**src/rtl/alu_seq_pkg.sv**
```systemverilog
// Shared types and encodings for the ADD/ADDI/BNE control sequencer.
package alu_seq_pkg;

  typedef enum logic [1:0] {
    StFetch,
    StDecode,
    StExecute,
    StWriteback
  } state_e;

  // Instruction kind resolved from the latched IR
  typedef enum logic [1:0] {
    KindIllegal,
    KindAdd,
    KindAddi,
    KindBne
  } kind_e;

  localparam logic [6:0] OpcodeOp   = 7'b0110011;
  localparam logic [6:0] OpcodeOpImm = 7'b0010011;
  localparam logic [6:0] OpcodeBranch = 7'b1100011;

  localparam logic [2:0] F3Add = 3'b000;
  localparam logic [2:0] F3Bne = 3'b001;
  localparam logic [6:0] F7Add = 7'b0000000;

  localparam logic [2:0] ALU_ADD = 3'b000;
  localparam logic [2:0] ALU_SUB = 3'b001;

  function automatic kind_e decode_kind(input logic [31:0] ir);
    kind_e kind;
    kind = KindIllegal;
    if (ir[6:0] == OpcodeOp && ir[14:12] == F3Add && ir[31:25] == F7Add) begin
      kind = KindAdd;
    end else if (ir[6:0] == OpcodeOpImm && ir[14:12] == F3Add) begin
      kind = KindAddi;
    end else if (ir[6:0] == OpcodeBranch && ir[14:12] == F3Bne) begin
      kind = KindBne;
    end
    return kind;
  endfunction

endpackage

```
**src/rtl/imm_gen.sv**
```systemverilog
// Immediate extraction: I-type for ADDI, B-type for BNE, zero for everything else.
module imm_gen
  import alu_seq_pkg::*;
#(
  parameter int unsigned DataWidth = 32
) (
  input  logic [11:0]          ir_hi_i,  // IR[31:20]
  input  logic [4:0]           ir_lo_i,  // IR[11:7]
  input  kind_e                kind_i,
  output logic [DataWidth-1:0] imm_o
);

  logic [11:0] imm_itype;
  logic [12:0] imm_btype;

  assign imm_itype = ir_hi_i;
  // {IR[31], IR[7], IR[30:25], IR[11:8], 0}
  assign imm_btype = {ir_hi_i[11], ir_lo_i[0], ir_hi_i[10:5], ir_lo_i[4:1], 1'b0};

  // Sign-extend the field selected by the instruction kind
  always_comb begin
    imm_o = '0;
    case (kind_i)
      KindAddi: imm_o = {{(DataWidth - 12){imm_itype[11]}}, imm_itype};
      KindBne:  imm_o = {{(DataWidth - 13){imm_btype[12]}}, imm_btype};
      default:  imm_o = '0;
    endcase
  end

endmodule

```
**src/rtl/alu_sequencer.sv**
```systemverilog
// Multi-cycle FETCH/DECODE/EXECUTE/WRITEBACK sequencer driving the regfile/ALU datapath.
module alu_sequencer
  import alu_seq_pkg::*;
#(
  parameter int unsigned           Data_Width = 32,
  parameter int unsigned           Addr_Width = 5,
  parameter logic [Data_Width-1:0] Reset_PC   = '0
) (
  input  logic                  clk,
  input  logic                  rst_n,
  output logic                  imem_req,
  input  logic                  imem_ack,
  input  logic [Data_Width-1:0] instr,
  output logic [Data_Width-1:0] PC,
  output logic [Addr_Width-1:0] rs1,
  output logic [Addr_Width-1:0] rs2,
  output logic [Addr_Width-1:0] rd,
  output logic [Data_Width-1:0] ImmOp,
  output logic                  ALUSrc,
  output logic [2:0]            ALUctrl,
  input  logic                  EQ,
  output logic                  RegWrite,
  output logic                  instr_done,
  output logic                  illegal
);

  localparam logic [Data_Width-1:0] PcStep = Data_Width'(4);

  state_e                state_q, state_d;
  logic [Data_Width-1:0] ir_q, ir_d;
  logic [Data_Width-1:0] pc_q, pc_d;
  logic                  taken_q, taken_d;
  logic [Data_Width-1:0] imm;
  kind_e                 kind;

  assign kind = decode_kind(ir_q[31:0]);

  imm_gen #(
    .DataWidth(Data_Width)
  ) u_imm_gen (
    .ir_hi_i(ir_q[31:20]),
    .ir_lo_i(ir_q[11:7]),
    .kind_i (kind),
    .imm_o  (imm)
  );

  // State, IR, PC and branch-outcome registers; reset discards any in-flight PC update
  always_ff @(posedge clk) begin
    if (!rst_n) begin
      state_q <= StFetch;
      ir_q    <= '0;
      pc_q    <= Reset_PC;
      taken_q <= 1'b0;
    end else begin
      state_q <= state_d;
      ir_q    <= ir_d;
      pc_q    <= pc_d;
      taken_q <= taken_d;
    end
  end

  // Next-state: fixed walk through the phases, IR load on ack, PC update on WB exit
  always_comb begin
    state_d = state_q;
    ir_d    = ir_q;
    pc_d    = pc_q;
    taken_d = taken_q;
    unique case (state_q)
      StFetch: begin
        if (imem_ack) begin
          ir_d    = instr;
          state_d = StDecode;
        end
      end
      StDecode: state_d = StExecute;
      StExecute: begin
        // EQ is only meaningful while the ALU is doing the BNE compare
        taken_d = (kind == KindBne) && !EQ;
        state_d = StWriteback;
      end
      StWriteback: begin
        pc_d    = taken_q ? pc_q + imm : pc_q + PcStep;
        taken_d = 1'b0;
        state_d = StFetch;
      end
      default: state_d = StFetch;
    endcase
  end

  assign PC = pc_q;

  // Moore outputs from state and IR; operand fields held from DECODE to WRITEBACK
  always_comb begin
    imem_req   = 1'b0;
    rs1        = '0;
    rs2        = '0;
    rd         = '0;
    ImmOp      = '0;
    ALUSrc     = 1'b0;
    ALUctrl    = ALU_ADD;
    RegWrite   = 1'b0;
    instr_done = 1'b0;
    illegal    = 1'b0;
    if (state_q == StFetch) begin
      // Held low while reset is applied
      imem_req = rst_n;
    end else begin
      rs1     = Addr_Width'(ir_q[19:15]);
      rs2     = Addr_Width'(ir_q[24:20]);
      rd      = Addr_Width'(ir_q[11:7]);
      ImmOp   = imm;
      ALUSrc  = (kind == KindAddi);
      ALUctrl = (kind == KindBne) ? ALU_SUB : ALU_ADD;
      if (state_q == StWriteback) begin
        RegWrite   = ((kind == KindAdd) || (kind == KindAddi)) && (ir_q[11:7] != 5'd0);
        instr_done = 1'b1;
        illegal    = (kind == KindIllegal);
      end
    end
  end

endmodule

```
**config.mk**
```make
export PLATFORM = sky130hd
export DESIGN_NAME = alu_sequencer
export DESIGN_NICKNAME = d
export VERILOG_FILES = /design/src/rtl/alu_seq_pkg.sv /design/src/rtl/imm_gen.sv /design/src/rtl/alu_sequencer.sv
export SDC_FILE = /design/constraint.sdc
export NUM_CORES = 1
export LEC_CHECK = 0
export ABC_AREA = 1
export CAP_MARGIN = 15
export CORE_ASPECT_RATIO = 1.4
export CORE_UTILIZATION = 55
export CTS_BUF_LIST = sky130_fd_sc_hd__clkbuf_8
export DETAILED_ROUTE_END_ITERATION = 10
export PLACE_DENSITY = 0.84
export REMOVE_ABC_BUFFERS = 1
export SYNTH_ARGS = -nofsm -noshare
export SYNTH_HDL_FRONTEND = slang
export SYNTH_SLANG_ARGS = --single-unit
```
**constraint.sdc**
```tcl
create_clock -name clk -period 6.53 [get_ports clk]
set_clock_uncertainty 0.1 [all_clocks]
set_input_delay 0.653 -clock clk [delete_from_list [all_inputs] [get_ports clk]]
set_output_delay 0.653 -clock clk [all_outputs]
set_load 0.02 [all_outputs]
```
Word-level counts from Yosys, hierarchy flattened --
Index checks and enable logic that the tools add are counted.
Cells by class: add/subtract/negate cells 2, multipliers 0, divide/modulo/power cells 0, magnitude comparators 0, eq/ne operators 11, shift-type cells 0, muxes and demuxes 22, bitwise logic cells 0, reduce and logical (&&, ||, !) cells 15
Operators with widths (count):
- $mux W32 | 2
- $pmux W32 S2 | 1
- $add A32 B3 Y32 const B | 1
- $add A32 B32 Y32 | 1
- $mux W5 | 3
- $mux W1 | 10
- $eq A2 B2 Y1 const B | 4
- $mux W2 | 4
- $pmux W2 S4 | 1
- $eq A7 B5 Y1 const B | 1
- $eq A7 B6 Y1 const B | 1
- $eq A7 B7 Y1 const B | 1
- $logic_not A7 Y1 | 1
- $logic_and A1 B1 Y1 | 6
- $reduce_bool A5 Y1 | 1
- $eq A2 B1 Y1 const B | 2
- $logic_not A2 Y1 | 2
- $eq A3 B1 Y1 const B | 1
- $logic_not A3 Y1 | 1
- $ne A2 B2 Y1 const B | 1
- $pmux W1 S2 | 1
- $reduce_and A2 Y1 | 1
- $reduce_bool A2 Y1 | 1
- $logic_not A1 Y1 | 1
- $logic_or A1 B1 Y1 | 1
Storage, ports and cells: register bits after elaboration 67, bits in latches 0, memory bits (writable) 0, memory bits (read-only) 0, output and inout bits 87, word-level logic and storage cells 54, memories kept 0

Logic depth before layout (Yosys ltp) --
depth in word-level cells 10, gate-level depth with buffers 26

Cells and area by module --
From an unflattened synthesis, not the netlist that was laid out.
Second synthesis, totals: cell total of the unflattened synthesis 1121, area, all modules 6492.5 um^2
By module, submodules not included:
- alu_sequencer | times used 1, cells each 1067, area each 6182.2 um^2, seq. area each 1341.3 um^2
- imm_gen | times used 1, cells each 54, area each 310.3 um^2, seq. area each 0.0 um^2

Worst setup path after synthesis --
Ideal clock, no wire load.
path kind register to output, start register ir_q[3], end output ImmOp[13], data arrival time 2.605 ns, required time 5.777 ns, path slack 3.172 ns, stages on the path, launching flop included 12, buffers on the path 1, cells stage by stage dfxtp_1 inv_1 nand2_1 nor2_1 nand3_1 o41ai_1 ha_1 inv_1 nand2_1 nand2_1 nor2_1 buf_4
On the way: longest elaborated chain between the ends 8
Ends and longest elaborated chain:
- from (decl) | line alu_sequencer.sv:30 | logic [Data_Width-1:0] ir_q, ir_d;
- from (signal assigned) | line alu_sequencer.sv:56 | ir_q <= ir_d;
- $eq A7 B7 Y1 | line alu_seq_pkg.sv:37 | end else if (ir[6:0] == OpcodeBranch && ir[14:12] == F3Bne) begin
- $logic_and A1 B1 Y1 | line alu_seq_pkg.sv:37
- $mux W2 | line alu_seq_pkg.sv:37
- $mux W2 | line alu_seq_pkg.sv:35 | end else if (ir[6:0] == OpcodeOpImm && ir[14:12] == F3Add) begin
- $mux W2 (*) | line alu_seq_pkg.sv:33 | if (ir[6:0] == OpcodeOp && ir[14:12] == F3Add && ir[31:25] == F7Add) begin
- $eq A2 B2 Y1 | line imm_gen.sv:23 | case (kind_i)
- $pmux W32 S2 (*) | line imm_gen.sv:23
- $mux W32 (*) | line alu_sequencer.sv:104 | if (state_q == StFetch) begin
- to (decl) | line alu_sequencer.sv:18 | output logic [Data_Width-1:0] ImmOp,
Every way passes the cells marked *; elsewhere a longest branch is shown, timed or not.

Worst setup path in the final report --
start register ir_q[3], end output ImmOp[15]
The elaborated chain is that of the path after synthesis.

==> reports/summary.md <==
• outcome: complete, no violations
• number of optimization iterations in the first detailed-route pass: 6
• DRC violation count after routing: 0
• total clock buffers created by CTS: 9
• Internal Dissipation: 963 µW
• launch point of the worst path: ir_q[3]$_SDFFE_PN0P_
• average wire length per cell after detail routing: 15.7 µm
• share of cells above drive strength 1: 0.0476
• start of the worst register-to-register path: ir_q[3]$_SDFFE_PN0P_
• total grt overflow: 0
• clock group share of total power: 0.213
• timing endpoint of the critical path: ImmOp[15]
• count of nets left with antenna violations after detail routing: 0
• worst reg2reg setup slack: 2.37 ns
• number of I/O pins: 123
• effective utilization at floorplan: 0.568
• Hold-fix buffers, CTS: 0
• total track usage: 0.363
• TritonCTS clock tree: yes
• Detailed Route WL: 21700 µm
• largest net degree at the start of global routing: 68
• post-synthesis area per instance: 5.67 µm²
• Hold Slack: 0.355 ns
• fmax: 0.223 GHz
• clock sink count: 67
• normalized max-slew margin: 0.324
• relative contribution of combinational cells to total power: 0.421
• floorplan core area: 11500 µm²
• Antenna Diode Count: 0
• Post-CTS Setup Repair Bufs: 0
• number of endpoints failing setup at the final stage: 0
• Longest Clk Path Bufs: 2
• count of endpoints failing hold in the final timing report: 0
• clk root buf: clkbuf_8
• # resized after CTS: 0
• Worst IR Drop VDD: 0.200 mV
• row cnt: 46
• die width: 94.0 µm
• register area share after synthesis: 0.206
• area of the mapped netlist: 6510 µm²
• FILL cells: 1100
• part of the power in registers: 0.366
• FF+latch count, synth: 67
• net switching power: 763 µW
• setup repair after global routing missed its margin: false
• NumNets Final: 1307
• leakage power figure: 0.00386 µW
• gate count after technology mapping: 1148
• IO Port Bufs: 120
• final weighted congestion in routability-driven placement: 1.03
• Min-Delay Path Class: reg2reg
• number of H-tree levels: 3
• Final Slew Violations: 0
• Worst-Skew Late Latency: 0.37 ns
• total power consumption of the routed design: 1730 µW
• post-route setup slack: 2.05 ns
• Reg2Reg Capture Point: PC[29]$_SDFFE_PN0P_
• via-per-instance ratio: 5.43
• area enclosed by the die boundary: 12300 µm²
• classification of the worst setup path: reg2out
• number of distinct library cells after synthesis: 42
• Critical Path Start Type: register
• clock slew seen by the registers of the worst setup and hold paths: 0.08 ns
• Crit. End Element: primary output
• final worst path period share: 0.687
• Reg2Reg Depth: 22
• Iteration-0 DRC Markers: 491
• Switching Fraction: 0.442
• max-capacitance violation count: 0
• antenna violations before repair: 0
• y dimension of the die: 131 µm
• area growth from synthesis to final layout: 20.4%
• cell area power density: 220 nW/µm²
• arrival time at the worst endpoint: 3.73 ns
• slew at the pin closest to its max-slew limit: 1.01 ns
• data required time of the worst path: 5.78 ns
• total via count in the routed design: 7516
• synth warn: 0
• Critical Path Fanout Max: 20
• worst slack after detailed placement: 2.39 ns
• post-layout min period: 4.48 ns
• vias in the first global route: 6971
• DP HPWL: 17000 µm
• first-pass GRT wire length: 33800 µm
-- cell usage in the layout, fill, tap and decap left out, types with 4 or more instances in the layout --
master,n
buf_4,5
o21ai_0,74
inv_2,7
a21oi_2,5
a21oi_1,89
or2_0,4
clkdlybuf4s50_1,119
xnor2_1,4
nand3b_1,5
xor2_1,16
nor2_1,112
ha_1,36
nand2_1,345
nand4_1,11
nor3_1,22
nor2_4,4
nand2_2,5
nand3_1,73
inv_1,184
nor2_2,8
clkbuf_8,9
dfxtp_1,67
-- power groups by stage --
| stage | Combinational, µW | Sequential [µW] | Clock, µW |
|---|---|---|---|
| global placement | 710 | 635 | 0 |
| CTS | 724 | 628 | 369 |
| detailed placement | 720 | 637 | 0 |
| floorplan | 410 | 637 | 0 |
| finish | 728 | 632 | 367 |
| global route | 802 | 641 | 389 |
-- how the worst min path moves through the flow --
stage	from	endpoint	slack [ns]	cells past startpoint
2_1_floorplan	ir_q[15]$_SDFFE_PN0P_	ir_q[15]$_SDFFE_PN0P_	0.33	2
3_3_place_gp	ir_q[16]$_SDFFE_PN0P_	ir_q[16]$_SDFFE_PN0P_	0.35	2
3_5_place_dp	ir_q[17]$_SDFFE_PN0P_	ir_q[17]$_SDFFE_PN0P_	0.35	2
4_1_cts	ir_q[17]$_SDFFE_PN0P_	ir_q[17]$_SDFFE_PN0P_	0.36	2
5_1_grt	ir_q[17]$_SDFFE_PN0P_	ir_q[17]$_SDFFE_PN0P_	0.38	2
6_report	ir_q[17]$_SDFFE_PN0P_	ir_q[17]$_SDFFE_PN0P_	0.35	2
-- kinds of logic after synthesis --
| group | Yosys count | share of synthesized area |
|---|---|---|
| and+or+nand+nor | 602 | 0.396 |
| buffers and inverters | 242 | 0.154 |
| AOI/OAI and AO/OA | 179 | 0.144 |
| DFF | 67 | 0.206 |
| adders and majority gates | 37 | 0.0723 |
| xor gates and xnor gates | 20 | 0.0269 |
| other | 1 | 0.000576 |
-- layout make-up --
| class | instances | area, µm² | share of cell area |
|---|---|---|---|
| multi-input cells | 840 | 4170 | 0.532 |
| flip-flops and latches | 67 | 1340 | 0.171 |
| repair buffers | 125 | 1230 | 0.157 |
| inverters | 191 | 717 | 0.0914 |
| well taps | 144 | 180 | 0.0230 |
| clock buffers | 9 | 124 | 0.0158 |
| clock inverters | 7 | 75.1 | 0.00958 |
-- stage by stage --
step | utilization | TNS, ns | cell area [µm²] | std cells
after detailed placement | 0.667 | 0 | 7640 | 1367
after floorplan | - | -11.21 | 6230 | 1098
after CTS | 0.685 | 0 | 7840 | 1383
final | 0.685 | 0 | 7840 | 1383
after global placement | 0.667 | 0 | 7640 | 1367
after global routing | 0.685 | 0 | 7840 | 1383
-- state kept, by name (all words and copies together), names as in the netlist --
register	flops
ir_q	32
taken_q	1
PC	32
state_q	2
-- synthesized netlist by cell type --
cell type    n  area share
a21o_1       1      0.0012
a21oi_1     89       0.068
a21oi_2      5      0.0067
a221oi_1     2      0.0027
a31oi_1      2      0.0019
and2_1       3      0.0029
and3_1       1     0.00096
buf_1        2      0.0012
buf_2        5      0.0038
buf_4       22       0.025
buf_6        1      0.0017
clkbuf_1    21       0.012
conb_1       1     0.00058
dfxtp_1     67        0.21
fa_1         1      0.0031
ha_1        36       0.069
inv_1      184        0.11
inv_2        7      0.0040
nand2_1    345        0.20
nand2_2      5      0.0048
nand2_4      1      0.0017
nand3_1     73       0.056
nand3b_1     5      0.0058
nand4_1     11       0.011
nor2_1     112       0.065
nor2_2       8      0.0077
nor2_4       4      0.0069
nor3_1      22       0.017
nor3_2       3      0.0046
nor3_4       3      0.0075
nor4_1       1     0.00096
o211ai_1     1      0.0012
o21ai_0     74       0.057
o21ai_1      1     0.00077
o21bai_1     1      0.0012
o22ai_1      1     0.00096
o31ai_1      1      0.0012
o41ai_1      1      0.0013
or2_0        4      0.0038
or2_2        1     0.00096
xnor2_1      4      0.0054
xor2_1      16       0.022
-- critical path: stages (launching register included) --
cell and delay (ns):
dfxtp_1 0.32, inv_1 0.06, nand2_1 0.05, nor2_1 0.14, nand3_1 0.11, o41ai_1 0.41
ha_1 0.40, inv_1 0.09, nand2_1 0.11, nand2_1 0.10, nor2_1 0.78, clkdlybuf4s50_1 0.77
-- metal layers --
| layer | wire length [µm] | vias up | GRT usage |
|---|---|---|---|
| met2 | 10400 | 338 | 0.631 |
| met1 | 8160 | 3305 | 0.380 |
| met4 | 1850 | 0 | 0.292 |
| li1 | - | 3773 | - |
| met5 | 0 | - | 0 |
| met3 | 1320 | 100 | 0.0677 |
Note: power is estimated with default switching activity, not from simulation.
